$ cat config.mk
export PLATFORM = sky130hd
export DESIGN_NAME = shared_reg_arbiter_flat
export DESIGN_NICKNAME = d
export VERILOG_FILES = /design/src/rtl/shared_reg_arbiter_if.sv /design/src/rtl/shared_reg_arbiter.sv /design/src/flat_wrapper.sv
export SDC_FILE = /design/constraint.sdc
export NUM_CORES = 1
export LEC_CHECK = 0
export CORE_MARGIN = 4
export CORE_UTILIZATION = 26
export CTS_CLUSTER_DIAMETER = 200
export DETAILED_ROUTE_END_ITERATION = 6
export GPL_TIMING_DRIVEN = 0
export PLACE_DENSITY = 0.56
export SETUP_SLACK_MARGIN = 0.02
export SYNTH_ARGS = -nofsm -noshare
export SYNTH_HDL_FRONTEND = slang
export SYNTH_SLANG_ARGS = --single-unit
$ cat constraint.sdc
create_clock -name clk -period 3.1 [get_ports clk]
set_input_delay 0.93 -clock clk [delete_from_list [all_inputs] [get_ports clk]]
set_output_delay 0.93 -clock clk [all_outputs]
set_load 0.01 [all_outputs]
$ cat src/rtl/shared_reg_arbiter_if.sv
// Bus between the requesters and the shared-register arbiter.
interface shared_reg_arbiter_if #(
    parameter int WIDTH = 8
);
    // Handshake: a requester raises req[i] and keeps it high until it sees grant[i];
    // the register is loaded from its wdata slice one cycle after the grant appears
    // (wr_done marks the cycle after the load), and the requester ends its
    // ownership by dropping req[i]. A request that drops before it is granted is lost.
    logic [3:0]         req;
    logic [4*WIDTH-1:0] wdata;
    logic [3:0]         grant;
    logic               busy;
    logic [WIDTH-1:0]   q;
    logic               wr_done;
    logic [1:0]         owner;
    logic [7:0]         wcount;
    logic [1:0]         state;   // FSM state for debug/checkers: 0 IDLE, 1 LOAD, 2 HOLD

    modport master (
        output req, wdata,
        input  grant, busy, q, wr_done, owner, wcount, state
    );

    modport slave (
        input  req, wdata,
        output grant, busy, q, wr_done, owner, wcount, state
    );
endinterface

$ cat src/rtl/shared_reg_arbiter.sv
// Round-robin arbiter and write sequencer for one shared WIDTH-bit register.
module shared_reg_arbiter #(
    parameter int WIDTH = 8
) (
    input  logic                 clk,
    input  logic                 clr,
    shared_reg_arbiter_if.slave  bus
);
    typedef enum logic [1:0] {
        IDLE = 2'd0,
        LOAD = 2'd1,
        HOLD = 2'd2
    } state_t;

    state_t           state_q;
    logic [1:0]       ptr_q;
    logic [1:0]       owner_q;
    logic [3:0]       grant_q;
    logic [WIDTH-1:0] q_q;
    logic             wr_done_q;
    logic [7:0]       wcount_q;

    logic [7:0]       req_dbl;
    logic [7:0]       req_rot_full;
    logic [3:0]       req_rot;
    logic [1:0]       offset_d;
    logic [1:0]       winner_d;

    // Rotate requests so bit 0 is the pointer's requester, then pick the first set bit.
    always_comb begin
        req_dbl      = {bus.req, bus.req};
        req_rot_full = req_dbl >> ptr_q;
        req_rot      = req_rot_full[3:0];
        offset_d     = 2'd3;
        if (req_rot[0]) begin
            offset_d = 2'd0;
        end else if (req_rot[1]) begin
            offset_d = 2'd1;
        end else if (req_rot[2]) begin
            offset_d = 2'd2;
        end
        winner_d = ptr_q + offset_d;
    end

    // Arbitration FSM: all outputs are registered so grant only moves through 0000.
    always_ff @(posedge clk or posedge clr) begin
        if (clr) begin
            state_q   <= IDLE;
            ptr_q     <= 2'd0;
            owner_q   <= 2'd0;
            grant_q   <= 4'b0000;
            q_q       <= '0;
            wr_done_q <= 1'b0;
            wcount_q  <= 8'd0;
        end else begin
            case (state_q)
                IDLE: begin
                    wr_done_q <= 1'b0;
                    if (bus.req != 4'b0000) begin
                        grant_q <= 4'b0001 << winner_d;
                        owner_q <= winner_d;
                        state_q <= LOAD;
                    end
                end
                LOAD: begin
                    // The write commits even if the owner already dropped its request.
                    q_q       <= bus.wdata[owner_q*WIDTH +: WIDTH];
                    wcount_q  <= wcount_q + 8'd1;
                    wr_done_q <= 1'b1;
                    state_q   <= HOLD;
                end
                HOLD: begin
                    wr_done_q <= 1'b0;
                    if (!bus.req[owner_q]) begin
                        grant_q <= 4'b0000;
                        ptr_q   <= owner_q + 2'd1;
                        state_q <= IDLE;
                    end
                end
                default: begin
                    grant_q   <= 4'b0000;
                    wr_done_q <= 1'b0;
                    state_q   <= IDLE;
                end
            endcase
        end
    end

    assign bus.grant   = grant_q;
    assign bus.busy    = (state_q != IDLE);
    assign bus.q       = q_q;
    assign bus.wr_done = wr_done_q;
    assign bus.owner   = owner_q;
    assign bus.wcount  = wcount_q;
    assign bus.state   = state_q;
endmodule
$ cat src/flat_wrapper.sv
// flat-port wrapper written by rule: the top's interface ports become plain ports
module shared_reg_arbiter_flat 
#(
    parameter int WIDTH = 8
)
  (clk, clr, bus_req, bus_wdata, bus_grant, bus_busy, bus_q, bus_wr_done, bus_owner, bus_wcount, bus_state);
  shared_reg_arbiter_if #(.WIDTH(WIDTH)) bus_i ();
  input  logic clk;
  input  logic clr;
  input wire logic [$bits(bus_i.req)-1:0] bus_req;
  input wire logic [$bits(bus_i.wdata)-1:0] bus_wdata;
  output wire logic [$bits(bus_i.grant)-1:0] bus_grant;
  output wire logic [$bits(bus_i.busy)-1:0] bus_busy;
  output wire logic [$bits(bus_i.q)-1:0] bus_q;
  output wire logic [$bits(bus_i.wr_done)-1:0] bus_wr_done;
  output wire logic [$bits(bus_i.owner)-1:0] bus_owner;
  output wire logic [$bits(bus_i.wcount)-1:0] bus_wcount;
  output wire logic [$bits(bus_i.state)-1:0] bus_state;
  assign bus_i.req = bus_req;
  assign bus_i.wdata = bus_wdata;
  assign bus_grant = bus_i.grant;
  assign bus_busy = bus_i.busy;
  assign bus_q = bus_i.q;
  assign bus_wr_done = bus_i.wr_done;
  assign bus_owner = bus_i.owner;
  assign bus_wcount = bus_i.wcount;
  assign bus_state = bus_i.state;
  shared_reg_arbiter #(.WIDTH(WIDTH)) u_core (.clk(clk), .clr(clr), .bus(bus_i));
endmodule
**Word-level counts from Yosys, hierarchy flattened**

Index checks and enable logic that the tools add are counted.

- $add $sub $neg: 3
- Multipliers: 0
- Div/mod/pow operators: 0
- Magnitude comparators: 1
- Equal/unequal tests: 4
- Shift operators: 3
- Mux-type cells: 12
- Bitwise operators: 2
- Reductions and logical operators: 7

Operators by type and width:

| kind | number |
|---|---|
| $shiftx A32 B6 Y8 | 1 |
| $pmux W4 S3 | 1 |
| $add A8 B1 Y8 const B | 1 |
| $mux W2 | 4 |
| $mux W4 | 2 |
| $shr A8 B2 Y3 | 1 |
| $pmux W2 S3 | 1 |
| $reduce_and A2 Y1 | 3 |
| $reduce_bool A4 Y1 | 1 |
| $shl A1 B2 Y4 const A | 1 |
| $lt A2 B3 Y1 const B | 1 |
| $mux W1 | 3 |
| $reduce_and A3 Y1 | 1 |
| $add A2 B1 Y2 const B | 1 |
| $add A2 B2 Y2 | 1 |
| $bmux W1 S2 | 1 |
| $eq A2 B1 Y1 const B | 1 |
| $eq A2 B2 Y1 const B | 1 |
| $logic_not A2 Y1 | 1 |
| $ne A2 B1 Y1 const B | 1 |
| $ne A2 B2 Y1 const B | 1 |
| $not A1 Y1 | 2 |
| $reduce_bool A2 Y1 | 1 |

- Register bits: 27
- Bits in latches: 0
- Memory bits (writable): 0
- Memory bits (read-only): 0
- Bits of input ports: 38
- Output and inout port bits: 26
- Word-level logic and storage cells: 39
- Memories kept: 0

**Longest topological paths before layout**

- Word-level depth: 8
- Gate-level depth with buffers: 10

**Least setup slack after synthesis**

Ideal clock, no wire load.

- Kind: input to register
- Start: input port bus_req[3]
- End: register u_core.grant_q[3] (netlist: u_core.bus.grant[3])
- Library setup time: 0.066 ns
- Arrival time: 2.337 ns
- Data required time: 3.034 ns
- Path slack: 0.697 ns
- Cell stages on the path: 8
- Cell sequence: nand3b_1 -> o311ai_0 -> o21ai_0 -> o311ai_0 -> ha_1 -> or4_4 -> nand4_2 -> a32o_2

- Word-level cells in the longest chain between the ends: 8
- Elaborated cells on any way between the ends: 14
- Those cells by class: add/sub (1); eq/ne (2); shift (2); mux (7); reduce/logical (2)

Ends and longest elaborated chain:

| item | RTL line | source |
|---|---|---|
| from (decl) | flat_wrapper.sv:10 | `input wire logic [$bits(bus_i.req)-1:0] bus_req;` |
| $shr A8 B2 Y3 | shared_reg_arbiter.sv:32 | `req_rot_full = req_dbl >> ptr_q;` |
| $mux W1 | shared_reg_arbiter.sv:39 | `end else if (req_rot[2]) begin` |
| $mux W2 | shared_reg_arbiter.sv:37 | `end else if (req_rot[1]) begin` |
| $mux W2 | shared_reg_arbiter.sv:35 | `if (req_rot[0]) begin` |
| $add A2 B2 Y2 | shared_reg_arbiter.sv:42 | `winner_d = ptr_q + offset_d;` |
| $shl A1 B2 Y4 | shared_reg_arbiter.sv:60 | `grant_q <= 4'b0001 << winner_d;` |
| $mux W4 | shared_reg_arbiter.sv:59 | `if (bus.req != 4'b0000) begin` |
| $pmux W4 S3 | shared_reg_arbiter.sv:56 | `case (state_q)` |
| to (signal assigned) | shared_reg_arbiter.sv:60 |  |
| to (decl) | shared_reg_arbiter.sv:18 | `logic [3:0] grant_q;` |

Several ways; a longest one is shown, not always the timed one. The select of a mux whose other input is x is not followed.
A chain may end at the register's enable or synchronous reset.

**Worst setup path in the final report**

Ends and elaborated chain as after synthesis.

==> impl_results.md <==
- Final ANT Viol Nets: 0
- Clock skew: 0.00115 ns
- Fin area: 0.00221 sq mm
- Vias in the first global route: 1314
- Int Power: 1.27 mW
- CP Launch Type: input pin
- Pwr Density: 898 mW/mm^2
- Worst setup margin: 0.176 ns
- Clk root buf: clkbuf_8
- Final Wtd Congestion: 0.713
- Hold_ws: 0.489 ns
- Layout area overhead: 52.8%
- Synth area leader: dfrtp_1
- Max Root-Sink Buffers: 2
- Hold Buf Count CTS: 0
- Via count: 1161
- Peak supply drop: 0.383 mV
- Crit path kind: in -> reg
- Syn_area_per_cell: 13.0 sq um
- Reg power frac: 0.324
- First-pass GRT wire length: 5.95 mm
- Sw frac: 0.359
- Hold WC Path Type: reg -> reg
- Synth warn: 0
- # H-tree levels: 1
- Crit share post-route: 0.943
- DRC: 0
- Most used flip-flop cell after synthesis: dfrtp_1
- DR pass1 iterations: 4
- Max Fclk: 342 MHz
- Leakage: 0.877 nW
- Crit path time final: 2.92 ns
- CTS tree: done
- Post-CTS Setup Bufs: 0
- Synth top area share: 0.467
- Row cnt: 26
- Dpl hpwl: 2.99 mm
- Layout cells sized above 1: 0.180
- Setup violations, final: 0
- Routed WL: around 3.7 mm
- FF+latch count, synth: 27
- Worst setup EP type: flop
- N_diodes: 0
- Boundary Pins: 64
- DIE HEIGHT: 82.6 um
- Number of flops mapped to enable cells by yosys: 0
- Status: finished, final reports clean
- DR WL/cell: between 10 and 15 um
- Drt via density: 4.68
- Critical path arrival: 3.14 ns
- Asr flop ratio synth: 1.00
- Port bufs: 63
- Synth area leaders: dfrtp_1, mux4_2, mux2_2, xnor2_1, nand2_1
- Max_cap viols: 0
- Fill count: 496
- Clock Pin Slew Worst Setup and Hold Paths: 0.09 ns
- DRT iter0 DRCs: 24
- WP data required: about 3.3 ns
- CTS sink count: 27
- GR Overflow Total: 0
- Rel. slew slack: 0.294
- Starting Density: 0.276
- Mapped Cells: around 110
- Initial antenna violation count: 0
- Pre-CTS setup slack: -0.0819 ns
- Dpl cell area: 0.00216 sq mm
- Cts repair resizes: 0
- Number of buffers created by CTS: 3
- Worst-Skew Late Latency: 0.27 ns
- Final nets: around 220
- GRT Overall Usage: 0.115
- Full die area: just under 0.007 sq mm
- Fin. Hold Viols: 0
- Comb pwr share: 0.574
- Syn_nets: 151
- Pin count of the biggest net entering global routing: 28
- Clock group share of total power: 0.101
- Worst Tran Pin Value: 1.06 ns
- Crit-path max FO: 7
- Die extent in x: 82.6 um
- Post-Syn Area: roughly 0.0014 sq mm
- Register area share after synthesis: 0.467
- Sw Pwr: around 0.71 mW
- Slew Viols, Final: 0
- Unrepaired setup endpoints after global routing: false
- Library cells used by synthesis: 36
- Core box area: approximately 0.0052 sq mm
stage by stage:
step | power [mW] | TNS [ns] | util | cells
after floorplan | 1.31 | 0 | - | 111
after global placement | 1.78 | -0.0654 | 0.413 | 244
after detailed placement | 1.81 | -0.312 | 0.413 | 244
after CTS | 2.03 | 0 | 0.422 | 248
after global routing | 2.13 | 0 | 0.422 | 248
final | 1.98 | 0 | 0.422 | 248
power groups by stage:
stage,Combinational [mW],Sequential (mW),Clock [mW]
detailed placement,1.16,0.652,0
floorplan,0.614,0.693,0
global route,1.24,0.669,0.221
global placement,1.14,0.646,0
CTS,1.17,0.648,0.211
finish,1.14,0.643,0.201
worst paths after layout:
| kind | start | to | slack [ns] | depth (start not counted) |
|---|---|---|---|---|
| worst max register to register | u_core.ptr_q[0] | u_core.bus.grant[3] | 0.93 | 9 |
| worst min register to register | u_core.bus.wcount[7] | u_core.bus.wcount[7] | 0.49 | 1 |
| min in group asynchronous | clr | u_core.bus.q[1] | 1.22 | 2 |
| max in group asynchronous | clr | u_core.bus.wcount[7] | 1.24 | 2 |
| worst min-delay path | u_core.bus.wcount[7] | u_core.bus.wcount[7] | 0.49 | 1 |
| worst max-delay path | bus_req[3] | u_core.bus.grant[3] | 0.18 | 9 |
cells by family after synthesis:
| kind of cell | Yosys count | synth area share |
|---|---|---|
| xor gates and xnor gates | 8 | 0.0484 |
| and+or+nand+nor | 30 | 0.131 |
| buffers and inverters | 9 | 0.0303 |
| adders and majority gates | 2 | 0.0173 |
| DFF | 27 | 0.467 |
| muxes | 22 | 0.243 |
| AOI/OAI and AO/OA | 13 | 0.0632 |
routing by layer:
metal  part of all wire  vias up  wire (um)  GRT usage
li1                   -      543          -          -
met1               0.40      561       1480      0.127
met2               0.48       53       1770      0.200
met3               0.11        4        415     0.0488
met4              0.013        0         48     0.0392
met5                  0        -          0          0
synth_stat cells, types with 2 or more instances:
cell	count
o21ai_0	4
inv_1	3
xnor2_1	5
o2bb2ai_1	2
mux2_2	11
nand2_1	7
clkbuf_1	3
xor2_1	3
nand3b_1	2
dfrtp_1	27
ha_1	2
or3_1	3
nor2_1	3
nor2b_1	3
nand2b_1	2
o311ai_0	2
buf_2	2
mux4_2	9
final cells by class:
cell class | instances | area [sq um] | share of cell area
inverters | 3 | 11.3 | 0.00510
plain buffers | 6 | 32.5 | 0.0147
multi-input cells | 75 | 727 | 0.329
flip-flops and latches | 27 | 676 | 0.306
repair buffers | 63 | 631 | 0.285
clock buffers | 4 | 45.0 | 0.0204
well taps | 70 | 87.6 | 0.0396
layout by cell type (no fill, tap or decap), types with 2 or more instances in the layout:
cell type,netlist,routed
buf_2,2,2
nand2_1,7,7
nor2b_1,3,3
o311ai_0,2,2
nor2_1,3,3
mux2_2,11,11
clkbuf_1,3,4
nand3b_1,2,2
xnor2_1,5,5
o2bb2ai_1,2,2
ha_1,2,2
or3_1,3,3
o21ai_0,4,4
clkdlybuf4s50_1,0,63
dfrtp_1,27,27
mux4_2,9,9
inv_1,3,3
xor2_1,3,3
nand2b_1,2,2
clkbuf_8,0,3
sequential cells by signal, indices dropped and copies added, names as in the netlist:
name	count
u_core.bus.owner	2
u_core.ptr_q	2
u_core.bus.q	8
u_core.bus.wcount	8
u_core.bus.state	2
u_core.bus.grant	4
u_core.bus.wr_done	1
worst max-delay path: stages:
cell and delay, ns:
clkdlybuf4s50_1 0.59, nand3b_1 0.14, o311ai_0 0.13, o21ai_0 0.10
o311ai_0 0.14, ha_1 0.26, or4_4 0.49, nand4_2 0.17
a32o_2 0.18
Power figures use the tool's default switching activity.
